## config.mk

```make
export PLATFORM = sky130hd
export DESIGN_NAME = mpipe_skid
export DESIGN_NICKNAME = d
export VERILOG_FILES = /design/src/rtl/mpipe_skid_pkg.sv /design/src/rtl/mpipe_skid_buf.sv /design/src/rtl/mpipe_skid.sv
export SDC_FILE = /design/constraint.sdc
export NUM_CORES = 1
export LEC_CHECK = 0
export CAP_MARGIN = 10
export CELL_PAD_IN_SITES_DETAIL_PLACEMENT = 0
export CELL_PAD_IN_SITES_GLOBAL_PLACEMENT = 1
export CORE_UTILIZATION = 41
export CTS_CLUSTER_DIAMETER = 100
export DETAILED_ROUTE_END_ITERATION = 6
export GPL_TIMING_DRIVEN = 0
export PLACE_DENSITY = 0.82
export SLEW_MARGIN = 40
export SYNTH_ARGS = -nofsm -noshare
export SYNTH_HDL_FRONTEND = slang
export SYNTH_SLANG_ARGS = --single-unit
```

## constraint.sdc

```tcl
create_clock -name clock -period 3.1 [get_ports clock]
set_clock_uncertainty 0.2 [all_clocks]
set_input_delay 0.31 -clock clock [delete_from_list [all_inputs] [get_ports clock]]
set_output_delay 0.31 -clock clock [all_outputs]
set_load 0.005 [all_outputs]
```

## src/rtl/mpipe_skid_pkg.sv

```systemverilog
// mpipe_skid_pkg: shared E->M widths and the packed payload width
package mpipe_skid_pkg;
  localparam int XLEN     = 32;
  localparam int OPINFO_W = 16;
  localparam int RD_W     = 5;
  localparam int E2M_W    = 3 * XLEN + 1 + OPINFO_W + RD_W;
endpackage

```

## src/rtl/mpipe_skid_buf.sv

```systemverilog
// skid_buf: generic two-entry valid/ready slice with registered ready and a synchronous clear
module skid_buf #(
  parameter int W = 8
) (
  input  logic         clock,
  input  logic         reset_n,
  input  logic         i_clr,
  input  logic         i_valid,
  output logic         o_ready,
  input  logic [W-1:0] i_data,
  output logic         o_valid,
  input  logic         i_ready,
  output logic [W-1:0] o_data
);
  logic         r_main_v;
  logic         r_skid_v;
  logic [W-1:0] r_main_d;
  logic [W-1:0] r_skid_d;
  logic         w_acc;
  logic         w_drn;
  assign o_ready = ~r_skid_v;
  assign o_valid = r_main_v;
  assign o_data  = r_main_d;
  assign w_acc   = i_valid & ~r_skid_v & ~i_clr;
  assign w_drn   = r_main_v & i_ready;
  always_ff @(posedge clock or negedge reset_n) begin
    if (!reset_n) begin
      r_main_v <= 1'b0;
      r_skid_v <= 1'b0;
      r_main_d <= '0;
      r_skid_d <= '0;
    end else if (i_clr) begin
      r_main_v <= 1'b0;
      r_skid_v <= 1'b0;
    end else if (r_skid_v) begin
      if (w_drn) begin
        r_main_d <= r_skid_d;
        r_skid_v <= 1'b0;
      end
    end else if (!r_main_v || w_drn) begin
      r_main_v <= w_acc;
      if (w_acc) r_main_d <= i_data;
    end else if (w_acc) begin
      r_skid_v <= 1'b1;
      r_skid_d <= i_data;
    end
  end
endmodule

```

## src/rtl/mpipe_skid.sv

```systemverilog
// mpipe_skid: E->M pipeline skid register between EXU and MEM with flush
module mpipe_skid
  import mpipe_skid_pkg::*;
#(
  parameter int XLEN_P     = XLEN,
  parameter int OPINFO_W_P = OPINFO_W,
  parameter int RD_W_P     = RD_W
) (
  input  logic                  clock,
  input  logic                  reset_n,
  input  logic                  flush_i,
  input  logic                  e_valid_i,
  output logic                  M_ready_o,
  input  logic [XLEN_P-1:0]     e_pc_i,
  input  logic [XLEN_P-1:0]     e_res_i,
  input  logic [XLEN_P-1:0]     e_src2_i,
  input  logic                  e_cnd_i,
  input  logic [OPINFO_W_P-1:0] e_opinfo_i,
  input  logic [RD_W_P-1:0]     e_rd_i,
  output logic                  M_valid_o,
  input  logic                  m_ready_i,
  output logic [XLEN_P-1:0]     M_pc_o,
  output logic [XLEN_P-1:0]     M_res_o,
  output logic [XLEN_P-1:0]     M_src2_o,
  output logic                  M_cnd_o,
  output logic [OPINFO_W_P-1:0] M_opinfo_o,
  output logic [RD_W_P-1:0]     M_rd_o
);
  localparam int PW = 3 * XLEN_P + 1 + OPINFO_W_P + RD_W_P;
  logic [PW-1:0] w_in;
  logic [PW-1:0] w_out;
  assign w_in = {e_pc_i, e_res_i, e_src2_i, e_cnd_i, e_opinfo_i, e_rd_i};
  assign {M_pc_o, M_res_o, M_src2_o, M_cnd_o, M_opinfo_o, M_rd_o} = w_out;
  skid_buf #(.W(PW)) u_buf (
    .clock   (clock),
    .reset_n (reset_n),
    .i_clr   (flush_i),
    .i_valid (e_valid_i),
    .o_ready (M_ready_o),
    .i_data  (w_in),
    .o_valid (M_valid_o),
    .i_ready (m_ready_i),
    .o_data  (w_out)
  );
endmodule

```

**Yosys cells after proc, flatten, opt, wreduce, memory -nomap -nowiden**

Index checks and enable logic that the tools add are counted.

- Bits in registers: 238
- Output and inout port bits: 120

- Equal/unequal tests: 2
- Multiplexer cells: 12
- Bitwise logic cells: 6
- Reduce and logical (&&, ||, !) cells: 8

Operators with widths:

| operator | number |
|---|---|
| $mux W118 | 4 |
| $mux W1 | 8 |
| $reduce_and A4 Y1 | 2 |
| $reduce_bool A2 Y1 | 3 |
| $ne A2 B2 Y1 const B | 2 |
| $and A1 B1 Y1 | 3 |
| $not A1 Y1 | 3 |
| $reduce_and A2 Y1 | 1 |
| $logic_not A1 Y1 | 1 |
| $logic_or A1 B1 Y1 | 1 |

**Longest topological paths before layout**

- Depth in word-level cells: 7
- Depth in mapped cells: 7
- Mapped depth without buffers: 3

**Least setup slack after synthesis**

No wires, ideal clock.

- Kind: reg-to-reg
- Start point: register u_buf.r_skid_v
- End point: register u_buf.r_main_d[100], in the netlist u_buf.o_data[100]
- Library setup time: 0.125 ns
- Data arrival time: 1.811 ns
- Path slack: 0.964 ns
- Cell stages (with the launch flop): 8
- Path buffers: 4
- Clock period less this slack: 2.136 ns
- Cells stage by stage: dfrtp_1 -> buf_6 -> or2_2 -> a211oi_1 -> buf_2 -> buf_4 -> buf_4 -> mux2_2

- Word-level cells in the longest chain between the ends: 5
- Elaborated cells on any way between the ends: 8
- Classes of those cells: eq/ne (1); mux (1); bitwise (3); reduce/logical (3)

Ends and longest elaborated chain:

| item | RTL line | text |
|---|---|---|
| start: declaration | mpipe_skid_buf.sv:16 | `logic r_skid_v;` |
| start signal: assignment | mpipe_skid_buf.sv:29 | `r_skid_v <= 1'b0;` |
| start signal: assignment | mpipe_skid_buf.sv:34 | `r_skid_v <= 1'b0;` |
| start signal: assignment | mpipe_skid_buf.sv:38 | `r_skid_v <= 1'b0;` |
| $not A1 Y1 (no line) | n/a |  |
| $and A1 B1 Y1 (2 in a row) | mpipe_skid_buf.sv:24 | `assign w_acc = i_valid & ~r_skid_v & ~i_clr;` |
| $reduce_bool A2 Y1 (no line) | n/a |  |
| $reduce_and A4 Y1 (no line) | n/a |  |
| end signal: assignment | mpipe_skid_buf.sv:37 | `r_main_d <= r_skid_d;` |
| end signal: assignment | mpipe_skid_buf.sv:42 | `if (w_acc) r_main_d <= i_data;` |
| end: declaration | mpipe_skid_buf.sv:17 | `logic [W-1:0] r_main_d;` |

Parallel ways exist; a longest one is shown, timed or not.
A chain may end at the register's enable or synchronous reset.

**Worst setup path after layout**

- Start point: register u_buf.r_skid_v
- End point: output M_ready_o

- Word-level cells in the longest chain between the ends: 1

Ends and longest elaborated chain:

| item | RTL line | text |
|---|---|---|
| $not A1 Y1 (no line) | n/a |  |
| end: declaration | mpipe_skid.sv:13 | `output logic M_ready_o,` |

Every way passes these cells.

==> impl_results.md <==
- Outcome: completed
- Final min period: 2.60 ns
- Least-Margin Pin Slew: around 0.68 ns
- Dominant synthesized flop cell: dfrtp_1
- Drt initial violations: 162
- Clock Latency Late Sink: about 0.52 ns
- Core Footprint: roughly 24000 um^2
- Initial antenna violation count: 2
- CTS Buffer Depth: 3
- Sequential share of the synthesized area: slightly below 60%
- Buf/Inv on CP: 4
- Setup Viol. Count Final: 0
- IO Pins: 243
- CP startpoint kind: flop
- Detail Route Antenna Nets: 0
- Vias per cell: ~4.9
- Final Max Tran Viols: 0
- Setup Crit Path Kind: flop to output pin
- Die Footprint: 25800 um^2
- CTS root buf: clkbuf_16
- Place WS: 0.454 ns
- Cell taking the most area after synthesis: dfrtp_1
- NumNets Final: about 1000
- WP data required: ~2.6 ns
- Synth unique cells: 17
- Largest net degree at the start of global routing: 72
- Initial Utilization: approximately 42%
- Mapped cell area: about 10000 um^2
- Vias post-DR: a little over 6000
- LEAKAGE: ~6.0 nW
- RSZ-0062 raised after global routing: no
- Synth Net Count: between 700 and 800
- Overall Power: between 9 and 10 mW
- Count leader, synth: mux2_2
- Synthesized area per cell: around 16 um^2
- Crit path cell chain: buf_6, clkbuf_1, inv_1, clkdlybuf4s50_1
- Post-synth EDFFs: 0
- Pwr/cell area: between 600 and 700 nW/um^2
- CP max stage cell: clkbuf_1
- Max-cap check violation count: 0
- Layout area overhead: 36.7%
- Fin. Hold Viols: 0
- Port bufs: around 240
- Fin Hold WS: about 0.11 ns
- Fillers: 2000
- Flop2flop setup slack: roughly 0.57 ns
- Total track usage: between 15 and 20%
- Gate count after technology mapping: around 640
- Die Ht: 161 um
- Placer Congestion: approximately 0.72
- Die Wd: about 160 um
- Routed wire per std cell: between 15 and 20 um
- Placement-stage cell area: around 13000 um^2
- Detailed Route WL: around 22000 um
- Total CTS buffers: 28
- Worst hold path class: input pin to async pin
- Hpwl dp: 15200 um
- Peak VDD IR: a little over 0.5 mV
- CP max FO: 16
- Asr flop ratio synth: 100%
- Post-synth top area share: between 50% and 60%
- Rel. slew slack: a little over half
- Tcrit/Tclk final: ~84%
- Worst Setup End Kind: output pin
- First-pass GRT wire length: 36000 um
- Share of layout cells above drive strength 1: between 40% and 50%
- Fin area: about 14000 um^2
- H-tree levels: 1
- WP data arrival: around 2.1 ns
- Crit path max-delay family: buffers and inverters
- Postcts setup bufs: 0
- Clock slew at reported path FFs: roughly 0.06 ns
- Row count: 57
- Grt ovf: 0
- Ys Warns: 0
- Vias in the first global route: around 6700
- CP max stage delay: about 0.48 ns
- Drt drc: 0
- Sinks on Clock Net: ~240
- Setup TNS: 0 ns
- Commonest cells post-synth: 334 x mux2_2, 238 x dfrtp_1, 20 x buf_2, 20 x mux2_4, 13 x clkbuf_1
- Max Fclk: about 380 MHz
- Setup ws final: between 0.5 and 0.6 ns
- Top cells by area, synth: dfrtp_1 58%, mux2_2 36%, mux2_4 2.9%, buf_2 0.97%, clkbuf_1 0.47%
- Total iterations of the first detailed-routing run: 4
- FF+latch count, synth: roughly 240
- CTS tree: done
==> metal layers <==
| metal | vias up | routed length, um | GRT usage, % |
|---|---|---|---|
| li1 | 2861 | - | - |
| met1 | 3106 | 9820 | 22.7 |
| met2 | 157 | 10500 | 29.0 |
| met3 | 29 | 1580 | 4.73 |
| met4 | 2 | 418 | 4.42 |
| met5 | - | 13 | 0 |
==> area by class of cell <==
| cell class | count | area (um^2) | area share [%] |
|---|---|---|---|
| diodes | 1 | 2.50 | 0.0178 |
| plain buffers | 39 | 213 | 1.51 |
| clock buffers | 47 | 833 | 5.91 |
| clock inverters | 4 | 23.8 | 0.169 |
| inverters | 2 | 7.51 | 0.0533 |
| multi-input cells | 364 | 4130 | 29.3 |
| flip-flops and latches | 238 | 5960 | 42.3 |
| well taps | 324 | 405 | 2.88 |
| repair buffers | 246 | 2520 | 17.9 |
==> worst paths after layout <==
path / startpoint / to / depth (start not counted)
worst max-delay path: u_buf.r_skid_v / M_ready_o / 4
worst min-delay path: reset_n / u_buf.o_data[105] / 2
worst max register to register: u_buf.r_skid_v / u_buf.o_data[99] / 7
worst min register to register: u_buf.r_skid_d[108] / u_buf.r_skid_d[108] / 1
max in group asynchronous: reset_n / u_buf.r_skid_d[46] / 4
min in group clock: flush_i / u_buf.o_valid / 2
==> cells in the final DEF (no fill, tap or decap) <==
cell type        instances
clkbuf_1                26
clkdlybuf4s50_1        241
clkbuf_8                 4
or2_2                    1
or4b_1                   1
dlygate4sd3_1            1
o21ai_0                  1
nor2_1                   1
buf_6                    4
clkbuf_16               29
nand2b_4                 1
clkinv_4                 1
buf_4                    3
mux2_4                  20
nand2_1                  1
diode_2                  1
buf_2                   20
a211oi_1                 1
inv_1                    2
dfrtp_1                238
buf_8                    1
nor3b_1                  1
buf_16                   3
mux2_2                 334
clkinv_2                 3
a21oi_1                  2
==> cells by family after synthesis <==
group	synth area share, %
muxes	39.4
DFF	57.8
AOI/OAI and AO/OA	0.218
buffers and inverters	2.17
and+or+nand+nor	0.437
==> where the power goes <==
group          switching [mW]  internal [mW]  total, mW
sequential              0.394           3.94       4.34
clock                    1.24           1.82       3.05
combinational           0.686           1.65       2.33
==> state kept, by name, summed over array words and instances (netlist names) <==
signal,cells
u_buf.o_data,118
u_buf.r_skid_d,118
u_buf.o_valid,1
u_buf.r_skid_v,1
==> metrics by stage <==
step | cells | utilization [%]
floorplan | 644 | -
global placement | 1210 | 53.7
detailed placement | 1213 | 54.1
CTS | 1264 | 57.6
global route | 1265 | 57.6
finish | 1265 | 57.6
==> timing repair <==
item	4_1_cts	5_1_grt
hold buffers	1	0
resized for setup	0	0
hold endpoints to repair	164	0
setup endpoints to repair	1	0
No activity file was read; power rests on OpenSTA's default activity.
